**src/rtl/command_executor.sv**
```systemverilog
// Turns one-cycle recognizer command pulses into persistent colour and motor state.
// It applies a holdoff lockout between accepted commands and times each turn.
//
// state      | meaning
// STOPPED    | both motors off
// FORWARD    | both motors on
// TURN_L     | right motor only, timed by turn_cnt, then return to resume state
// TURN_R     | left motor only, timed by turn_cnt, then return to resume state
module command_executor #(
  parameter int TURN_CYCLES    = 27000000,
  parameter int HOLDOFF_CYCLES = 2700000,
  parameter int CNT_W          = 27
) (
  input  logic       clock,
  input  logic       reset,
  input  logic [3:0] command,
  output logic       motor_left_fwd,
  output logic       motor_right_fwd,
  output logic [1:0] color,
  output logic       busy,
  output logic [3:0] last_command,
  output logic       cmd_ack,
  output logic       cmd_dropped,
  output logic       bad_cmd
);

  typedef enum logic [1:0] {ST_STOPPED, ST_FORWARD, ST_TURN_L, ST_TURN_R} state_t;

  localparam logic [CNT_W-1:0] TURN_LOAD = CNT_W'(TURN_CYCLES - 1);
  localparam logic [CNT_W-1:0] HOLD_LOAD = CNT_W'(HOLDOFF_CYCLES);
  localparam logic [CNT_W-1:0] CNT_ONE   = CNT_W'(1);

  state_t           state_q, state_d, resume_q, resume_d;
  logic [CNT_W-1:0] turn_cnt_q, turn_cnt_d, hold_cnt_q, hold_cnt_d;
  logic [1:0]       color_q, color_d;
  logic [3:0]       last_q, last_d;
  logic             left_q, left_d, right_q, right_d, busy_q, busy_d;
  logic             ack_q, ack_d, drop_q, drop_d, bad_q, bad_d;
  logic             turning, is_color, is_motion;

  always_comb begin
    state_d    = state_q;
    resume_d   = resume_q;
    turn_cnt_d = turn_cnt_q;
    hold_cnt_d = (hold_cnt_q != '0) ? hold_cnt_q - CNT_ONE : hold_cnt_q;
    color_d    = color_q;
    last_d     = last_q;
    ack_d      = 1'b0;
    drop_d     = 1'b0;
    bad_d      = 1'b0;
    turning    = (state_q == ST_TURN_L) || (state_q == ST_TURN_R);
    is_color   = (command[3:2] == 2'b01);
    is_motion  = (command[3:2] == 2'b10);

    if (turning) begin
      if (turn_cnt_q == '0) state_d = resume_q;
      else                  turn_cnt_d = turn_cnt_q - CNT_ONE;
    end

    if (command != 4'b0000 && !is_color && !is_motion) begin
      bad_d = 1'b1;
    end else if (is_color || is_motion) begin
      if (hold_cnt_q != '0) begin
        drop_d = 1'b1;
      end else begin
        ack_d      = 1'b1;
        last_d     = command;
        hold_cnt_d = HOLD_LOAD;
        if (is_color) begin
          color_d = command[1:0];
        end else begin
          case (command[1:0])
            2'b10: begin
              // GO mid-turn only retargets the return state; if the turn
              // expires on this edge the new target takes effect immediately.
              if (turning) begin
                resume_d = ST_FORWARD;
                if (turn_cnt_q == '0) state_d = ST_FORWARD;
              end else begin
                state_d = ST_FORWARD;
              end
            end
            2'b11: begin
              state_d    = ST_STOPPED;
              resume_d   = ST_STOPPED;
              turn_cnt_d = '0;
            end
            default: begin
              if (!turning) resume_d = state_q;
              state_d    = command[0] ? ST_TURN_R : ST_TURN_L;
              turn_cnt_d = TURN_LOAD;
            end
          endcase
        end
      end
    end

    left_d  = (state_d == ST_FORWARD) || (state_d == ST_TURN_R);
    right_d = (state_d == ST_FORWARD) || (state_d == ST_TURN_L);
    busy_d  = (state_d == ST_TURN_L) || (state_d == ST_TURN_R);
  end

  always_ff @(posedge clock or posedge reset) begin
    if (reset) begin
      state_q    <= ST_STOPPED;
      resume_q   <= ST_STOPPED;
      turn_cnt_q <= '0;
      hold_cnt_q <= '0;
      color_q    <= 2'b00;
      last_q     <= 4'b0000;
      left_q     <= 1'b0;
      right_q    <= 1'b0;
      busy_q     <= 1'b0;
      ack_q      <= 1'b0;
      drop_q     <= 1'b0;
      bad_q      <= 1'b0;
    end else begin
      state_q    <= state_d;
      resume_q   <= resume_d;
      turn_cnt_q <= turn_cnt_d;
      hold_cnt_q <= hold_cnt_d;
      color_q    <= color_d;
      last_q     <= last_d;
      left_q     <= left_d;
      right_q    <= right_d;
      busy_q     <= busy_d;
      ack_q      <= ack_d;
      drop_q     <= drop_d;
      bad_q      <= bad_d;
    end
  end

  assign motor_left_fwd  = left_q;
  assign motor_right_fwd = right_q;
  assign color           = color_q;
  assign busy            = busy_q;
  assign last_command    = last_q;
  assign cmd_ack         = ack_q;
  assign cmd_dropped     = drop_q;
  assign bad_cmd         = bad_q;

endmodule

```
**config.mk**
```make
export PLATFORM = sky130hd
export DESIGN_NAME = command_executor
export DESIGN_NICKNAME = d
export VERILOG_FILES = /design/src/rtl/command_executor.sv
export SDC_FILE = /design/constraint.sdc
export NUM_CORES = 1
export LEC_CHECK = 0
export ABC_AREA = 1
export CAP_MARGIN = 20
export CORE_MARGIN = 2
export CORE_UTILIZATION = 40
export CTS_CLUSTER_SIZE = 14
export DETAILED_ROUTE_END_ITERATION = 10
export GPL_ROUTABILITY_DRIVEN = 0
export HOLD_SLACK_MARGIN = 0.05
export SLEW_MARGIN = 20
export SYNTH_ARGS = -nofsm -noshare
export SYNTH_HDL_FRONTEND = slang
export SYNTH_SLANG_ARGS = --single-unit
export TNS_END_PERCENT = 100
```
**constraint.sdc**
```tcl
create_clock -name clock -period 6.04 [get_ports clock]
set_input_delay 1.208 -clock clock [delete_from_list [all_inputs] [get_ports clock]]
set_output_delay 1.208 -clock clock [all_outputs]
set_load 0.1 [all_outputs]
```
======== After elaboration in Yosys (flattened, before gate mapping) ========
Cells that the tools add are included.
word-level totals
  register bits after elaboration ......... 70
  bits in writable memories ............... 0
  latch bits .............................. 0
  input port bits ......................... 6
  output and inout port bits .............. 12
  memory bits (read-only) ................. 0
  memories ................................ 0
  logic and storage cells ................. 74
operators by class
  shifts and indexed selects .............. 0
  multiplexer cells ....................... 31
  order comparisons ....................... 0
  eq/ne operators ......................... 11
  div/mod/pow operators ................... 0
  add/sub/neg operators ................... 2
  bitwise operators ....................... 3
  reductions and logical operators ........ 15
  multiply operators ...................... 0
operators by type and width
  cell                   number
  $mux 27                10
  $pmux 27 s2            1
  $sub 27x1->27 const B  2
  $logic_not 27->1       1
  $reduce_bool 27->1     1
  $mux 2                 10
  $eq 2x2->1 const B     7
  $mux 1                 8
  $pmux 2 s2             2
  $reduce_and 6->1       1
  $logic_or 1x1->1       5
  $eq 2x1->1 const B     2
  $reduce_and 4->1       1
  $reduce_bool 4->1      1
  $ne 3x1->1 const B     1
  $not 1->1              3
  $reduce_and 3->1       1
  $logic_and 1x1->1      2
  $logic_not 1->1        2
  $ne 2x2->1 const B     1

======== Depth between registers and ports, before layout ========
Gate-level depths: netlist of run 1.
  depth after elaboration ................. 12
  depth in mapped cells ................... 14
  mapped depth without buffers ............ 14

======== Least setup slack after synthesis of run 1 ========
No wires, ideal clock.
  kind .................................... input -> register
  start ................................... input port command[3]
  end ..................................... register busy_q (netlist: busy)
  setup time .............................. 0.127 ns
  required time ........................... 5.913 ns
  stages .................................. 13
  path buffers ............................ 0
  arrival ................................. 2.909 ns
  path slack .............................. 3.004 ns
  cells stage by stage .................... inv_1 > ha_1 > nor2_1 > nand2_1 > nand2_1 > inv_2 > nand4_2 > nor2_2 > nand3_1 > nand2_1 > inv_1 > ha_1 > or2_2
on the way
  longest elaborated chain between the ends .. 7
  elaborated cells between the ends (all ways) .. 15
  those cells by class .................... eq/ne (4); mux (4); reduce/logical (7)
RTL lines
  item                                         line    RTL
  start: declaration                           16      input logic [3:0] command,
  $eq 2x1->1                                   52      is_color = (command[3:2] == 2'b01);
  $mux 2 or $logic_not 1->1 (tied branches)    69, 60
  $mux 2 or $logic_and 1x1->1 (tied branches)  63, 60
  $mux 2 or $logic_and 1x1->1 (tied branches)  62, 60
  $mux 2 (*)                                   60      if (command != 4'b0000 && !is_color && !is_motion) begin
  $eq 2x2->1                                   100     busy_d = (state_d == ST_TURN_L) || (state_d == ST_TURN_R);
  $logic_or 1x1->1 (*)                         100
  via busy_d                                   37      logic left_q, left_d, right_q, right_d, busy_q, busy_d;
  end signal: assignment                       126     busy_q <= busy_d;
  end: declaration                             37
The timed path passes the listed nets; every way through them passes the cells marked *.
A chain may end at the register's enable or synchronous reset.

======== Worst setup path after layout of run 1 ========
  start ................................... input port command[3]
  end ..................................... register busy_q (netlist: busy)
on the way
  longest elaborated chain between the ends .. 7
  elaborated cells between the ends (all ways) .. 15
  those cells by class .................... eq/ne (4); mux (4); reduce/logical (7)
RTL lines
  item                                         line    RTL
  $eq 2x1->1                                   52
  $mux 2 or $logic_not 1->1 (tied branches)    69, 60
  $mux 2 or $logic_and 1x1->1 (tied branches)  63, 60
  $mux 2 or $logic_and 1x1->1 (tied branches)  62, 60
  $mux 2 (*)                                   60
  via state_d[1]                               33      state_t state_q, state_d, resume_q, resume_d;
  $eq 2x2->1                                   100
  $logic_or 1x1->1 (*)                         100
  via busy_d                                   37
Marked as above.

==> out/metrics.yaml, run 1 <==
status:
  status: "complete, no violations"
power:
  p_leak_nw: 2.450
  cellPowerDensity_mw_per_mm2: 308.7
  vdd_ir_drop_max_mv: 0.1912
clock_network:
  htree_levels: 3
  clk_pin_slew_ns: 0.07
  clockRootBuffer: "clkbuf_8"
  cts_buffers: 9
  clock_path_buffers: 2
  clock-sinks: 69
  ctsHoldBuffers: 0
  tritoncts: "built"
  cts.repair.resized: 0
  post_cts_buffers: 0
  insertion_delay_ns: 0.35
sta:
  fin_hold_ws_ns: 0.4672
  postLayoutSetupSlackWorst_ns: 2.537
  fin_worst_skew_ns: 0.008791
  setup_tns_ns: 0
  hold_violations: 0
  tightest_slew_ns: 1.062
  fmax_ghz: 0.2855
  setup_viol: 0
  rsz0062_at_grt: "no"
  drv_slew: 0
  fin_crit_sh_pct: 57.99
  maxSlewHeadroom_pct: 29.23
  finalCriticalPeriod_ns: 3.503
yosys:
  synthesis.area_mm2: 0.004323
  yosys_warnings: 0
  synth.top_cells.by_area: "dfrtp_1, nand2_1, nor2_1, nand3_1, inv_1"
  avgSynthCellArea_um2: 7.006
  ys_async_sr_fraction_pct: 100.0
  ys_ff_latch: 69
  synth_edf_count: 0
  ys_types: 32
  synthFlopType: "dfrtp_1"
  syn_nets: 633
  yosysTopAreaCell: "dfrtp_1"
  netlist_top_cells_count: "nand2_1, nor2_1, dfrtp_1"
  ys_seq_area_share_pct: 39.94
  synth_top_area_share_pct: 39.94
  synth_cells: 617
  yosysMostFrequentCell: "nand2_1"
die:
  design.die.area_mm2: 0.01165
  fp.dieW_um: 108.0
  fp.dieH_um: 108.0
  core_area_mm2: 0.01042
  num_rows: 37
  io_pins: 18
  initial_core_util_pct: 41.50
final_layout:
  fill_cells: 1068
  num_antenna_cells: 0
  nNetsFinal: 652
  finalNonFillerCells: 777
  drive_gt1_share_pct: 6.864
  syn_to_final_growth_pct: 12.13
  regArea_mm2: 0.001727
  final_cell_area_mm2: 0.004847
  multi_input_area_mm2: 0.002335
detailed_routing:
  drtIter0Drc: 207
  via_per_inst: 5.005
  wirelength_um: 10500
  dr.pass1.iters: 6
  ant_nets: 0
  drcViolationCount: 0
  wl_per_cell_um: 13.51
  vias: 3889
global_routing:
  grt_pass1_wl_um: 18420
  grt_antenna_before_repair: 0
  grt_pass1_vias: 3863
  grt_max_degree: 70
  track_usage_pct: 20.15
  grt_remaining_overflow: 0
place:
  port_buffers: 17
  hpwlAfterDp_um: 7681
  placedCellCount: 761
  dp_slack_ns: 2.170
  place_area_mm2: 0.004621
worst_hold_path:
  hp-start: "resume_q[1]$_DFFE_PP0P_"
  whs_path_depth: 2
  hp-class: "flip-flop to flip-flop"
  min_to: "resume_q[1]$_DFFE_PP0P_"
worst_setup_path:
  r2r_slack_ns: 2.88
  rr_startpoint: "state_q[1]$_DFF_PP0_"
  critPathArrivalTime_ns: 3.74
  startpoint_type: "input port"
  cp.required_ns: 6.27
  worst_setup_path_end_kind: "flip-flop"
  worstRegToRegCells: 7
  worstPathMaxFanout: 20
  r2r_end: "busy$_DFF_PP0_"
  critPathKind: "input port to flip-flop"
run:
  max-cap-violations: 0
## area by class of cell
class                   count  share of cell area [%]
flip-flops and latches     69                   35.62
clock buffers              13                   3.278
well taps                 136                   3.511
clock inverters             3                   1.394
repair buffers             18                   3.665
multi-input cells         482                   48.17
inverters                  56                   4.362
## layer usage
metal / vias up / track usage, % / part of all wire, %
met5: - / 0 / 0
met4: 0 / 5.952 / 0.91
met2: 95 / 32.79 / 48
li1: 1985 / - / -
met1: 1798 / 26.81 / 47
met3: 11 / 4.762 / 4.8
## cells in the final DEF (no fill, tap or decap), drive strengths merged
master,count
and2,2
nor3,4
nand2,214
bufinv,2
nand3,57
nor2,117
a21oi,3
or2,3
xor2,14
nand3b,5
ha,10
xnor2,10
clkinv,1
inv,55
nor4,2
o21ai,21
nand4,17
o21a,1
clkbuf,13
clkinvlp,1
o211ai,1
buf,1
nor3b,1
clkdlybuf4s50,17
dfrtp,69
## flip-flops by register name, summed over array words and instances (netlist names)
signal	count
resume_q	2
bad_cmd	1
busy	1
turn_cnt_q	27
cmd_dropped	1
cmd_ack	1
last_command	4
state_q	2
color	2
hold_cnt_q	27
motor_right_fwd	1
## per-stage QoR
step | utilization, % | power, mW
3_5_place_dp | 44.36 | 1.067
2_1_floorplan | - | 0.9495
3_3_place_gp | 44.36 | 1.059
6_report | 46.53 | 1.497
5_1_grt | 46.53 | 1.620
4_1_cts | 46.53 | 1.509
## worst max path at each step
stage,startpoint,to,slack (ns),cells after the start
CTS,command[3],busy$_DFF_PP0_,2.55,11
global placement,command[3],busy$_DFF_PP0_,2.19,11
floorplan,command[3],busy$_DFF_PP0_,3.00,13
global route,command[3],busy$_DFF_PP0_,2.32,11
detailed placement,command[3],busy$_DFF_PP0_,2.17,11
finish,command[3],busy$_DFF_PP0_,2.54,11
## power breakdown
part           switching [mW]  internal (mW)  leakage, nW  total, mW
clock                   0.180          0.256        0.110      0.436
sequential             0.0845          0.538        0.858      0.623
combinational           0.297          0.141         1.48      0.438
total                   0.561          0.935         2.45       1.50
## critical path, cell delays in order
cell	delay, ns
clkdlybuf4s50_1	0.47
inv_1	0.08
ha_1	0.24
nor2_1	0.11
nand2_1	0.10
nand2_1	0.15
nor2_4	0.07
nand3_1	0.59
nand2_1	0.21
ha_1	0.22
or2_2	0.28
## cell families (layout without fill, tap and decap cells)
kind of cell | after synthesis | in the layout | share of synthesized area [%]
buffers and inverters | 66 | 90 | 6.049
XOR/XNOR | 24 | 24 | 4.862
AND/OR/NAND/NOR | 422 | 422 | 43.13
adder cells (fa/ha/maj) | 10 | 10 | 2.894
AO/OA/AOI/OAI | 26 | 26 | 3.126
flip-flops | 69 | 69 | 39.94
Power figures use the tool's default switching activity.
==> inputs of run 2 (changes only) <==
==> constraint.sdc (replaced) <==
create_clock -name clock -period 2.9 [get_ports clock]
set_input_delay 0.58 -clock clock [delete_from_list [all_inputs] [get_ports clock]]
set_output_delay 0.58 -clock clock [all_outputs]
set_load 0.1 [all_outputs]
==> run 2 against run 1 <==
First-iteration DRC count shrank 0.48%; clock-buffer cell count is 3 lower; routed wire length down 0.20%; sequential share of layout area fell by 0.11 points; die area did not move; utilization rose by 0.14 points; clock power grew 78%; non-clock buffer count increased by 9; final cell count up 1.2%; clock skew is essentially flat.
==> out/metrics.yaml, run 2 (synthesized netlist as in run 1, its figures left out) <==
status:
  status: "complete, no violations"
worst_setup_path:
  cp_cell_sequence: "clkdlybuf4s50_1 -> inv_1 -> ha_1 -> nand2_1 -> inv_2 -> nand4_2 -> nor2_2 -> nand3_1 -> nand2_1 -> inv_1 -> ha_1 -> or2_2"
  cp.required_ns: 3.13  # -3.14 ns
  slowest_delay_ns: 0.51  # -0.08 ns
  worstPathMaxFanout: 4  # -80%
  critPathLaunch: "command[2]"
  path_depth: 12  # +1
  cp-endpoint: "busy$_DFF_PP0_"
  worstRegToRegCells: 9  # +2
  rr_startpoint: "hold_cnt_q[0]$_DFF_PP0_"
  critPathKind: "input port to flip-flop"
  critPathSlowestCell: "clkdlybuf4s50_1"
  r2r_slack_ns: 0.46  # -2.42 ns
  cp_top_family: "simple AND/OR/NAND/NOR gates"
  worst_setup_path_end_kind: "flip-flop"
  cp_num_buf_inv: 4  # +2
  startpoint_type: "input port"
  r2r_end: "turn_cnt_q[6]$_DFF_PP0_"
  critPathArrivalTime_ns: 2.68  # -1.06 ns
clock_network:
  htree_levels: 3  # unchanged
  cts_buffers: 9  # unchanged
  tritoncts: "built"
  ctsHoldBuffers: 0  # unchanged
  post_cts_buffers: 0  # unchanged
  clk_pin_slew_ns: 0.08  # about the same
  clock_path_buffers: 2  # unchanged
  clockRootBuffer: "clkbuf_8"
  insertion_delay_ns: 0.34  # about the same
  cts.repair.resized: 0  # unchanged
  clock-sinks: 69  # unchanged
place:
  place_area_mm2: 0.004671  # +1.1%
  hpwlAfterDp_um: 7555  # -1.6%
  placedCellCount: 770  # +1.2%
  dp_slack_ns: 0.07795  # -2.092 ns
  port_buffers: 17  # unchanged
final_layout:
  syn_to_final_growth_pct: 12.47
  mostFrequentLayoutCells: "nand2_1, nor2_1, dfrtp_1, nand3_1, inv_1"
  layout_commonest_cell: "nand2_1"
  final_cell_area_mm2: 0.004862  # +0.31%
  finalNonFillerCells: 786  # +1.2%
  drive_gt1_share_pct: 10.15  # +3.3 points
  fin_util_pct: 46.68  # +0.14 points
  fill_cells: 1058  # -0.94%
  num_antenna_cells: 0  # unchanged
  nNetsFinal: 661  # +1.4%
sta:
  tightest_slew_ns: 0.5313  # -0.5302 ns
  finalCriticalPeriod_ns: 2.449
  fin_hold_ws_ns: 0.4747  # +0.007481 ns
  setup_viol: 0  # unchanged
  fmax_ghz: 0.4083
  drv_slew: 0  # unchanged
  hold_violations: 0  # unchanged
  fin_crit_sh_pct: 84.45
  postLayoutSetupSlackWorst_ns: 0.4511  # -2.086 ns
  maxSlewHeadroom_pct: 64.50  # +35 points
  rsz0062_at_grt: "no"
  setup_tns_ns: 0  # unchanged
  fin_worst_skew_ns: 0.008416  # -0.0003748 ns
die:
  fp.dieH_um: 108.0  # unchanged
  io_pins: 18  # unchanged
  initial_core_util_pct: 41.50  # unchanged
  num_rows: 37  # unchanged
  core_area_mm2: 0.01042  # unchanged
  fp.dieW_um: 108.0  # unchanged
  design.die.area_mm2: 0.01165  # unchanged
detailed_routing:
  drcViolationCount: 0  # unchanged
  wirelength_um: 10470  # -0.20%
  dr.pass1.iters: 4  # -2
  drtIter0Drc: 206  # -0.48%
  vias: 3928  # +1.0%
  via_per_inst: 4.997  # -0.15%
  ant_nets: 0  # unchanged
  wl_per_cell_um: 13.33  # -1.3%
global_routing:
  grt_max_degree: 70  # unchanged
  grt_antenna_before_repair: 0  # unchanged
  track_usage_pct: 19.94  # -0.21 points
  grt_remaining_overflow: 0  # unchanged
  grt_pass1_vias: 3865  # +0.052%
  grt_pass1_wl_um: 18390  # -0.19%
power:
  vdd_ir_drop_max_mv: 0.3156  # +65%
  p_leak_nw: 2.501  # +2.1%
  total_power_mw: 2.978  # +99%
  cellPowerDensity_mw_per_mm2: 612.6  # +98%
worst_hold_path:
  hp-class: "flip-flop to flip-flop"
run:
  max-cap-violations: 0  # unchanged
[run 2: cell type report]
| class | count | area [um2] | share of cell area (%) |
|---|---|---|---|
| multi-input combinational | 482 | 2335 | 48.02 |
| sequential | 69 | 1727 | 35.51 |
| timing repair buffer | 27 | 227.7 | 4.683 |
| inverter | 56 | 211.5 | 4.349 |
| tap | 136 | 170.2 | 3.500 |
| clock buffer | 10 | 127.6 | 2.625 |
| clock inverter | 6 | 63.81 | 1.312 |
[run 2: report_power, final]
part	internal, mW	total (mW)	switching [mW]
combinational	0.303	0.916	0.613
clock	0.396	0.778	0.382
sequential	1.12	1.28	0.164
[run 2: worst min path at each step]
stage / startpoint / endpoint / slack, ns / cells after the start
after detailed placement: resume_q[1]$_DFFE_PP0P_ / resume_q[1]$_DFFE_PP0P_ / 0.45 / 2
after CTS: resume_q[1]$_DFFE_PP0P_ / resume_q[1]$_DFFE_PP0P_ / 0.47 / 2
after global placement: resume_q[1]$_DFFE_PP0P_ / resume_q[1]$_DFFE_PP0P_ / 0.45 / 2
after floorplan: resume_q[1]$_DFFE_PP0P_ / resume_q[1]$_DFFE_PP0P_ / 0.44 / 2
after global routing: resume_q[1]$_DFFE_PP0P_ / resume_q[1]$_DFFE_PP0P_ / 0.51 / 2
final: resume_q[1]$_DFFE_PP0P_ / resume_q[1]$_DFFE_PP0P_ / 0.47 / 2
[run 2: worst min-delay path: stages (launching register included)]
cell	delay [ns]
dfrtp_1	0.35
nand2_1	0.06
inv_1	0.04
[run 2: metal layers]
| layer | share of wire, % | up-vias | GRT usage (%) |
|---|---|---|---|
| li1 | - | 1999 | - |
| met1 | 46 | 1822 | 26.61 |
| met2 | 47 | 91 | 33.02 |
| met3 | 5.2 | 16 | 3.376 |
| met4 | 1.7 | 0 | 6.502 |
| met5 | 0 | - | 0 |
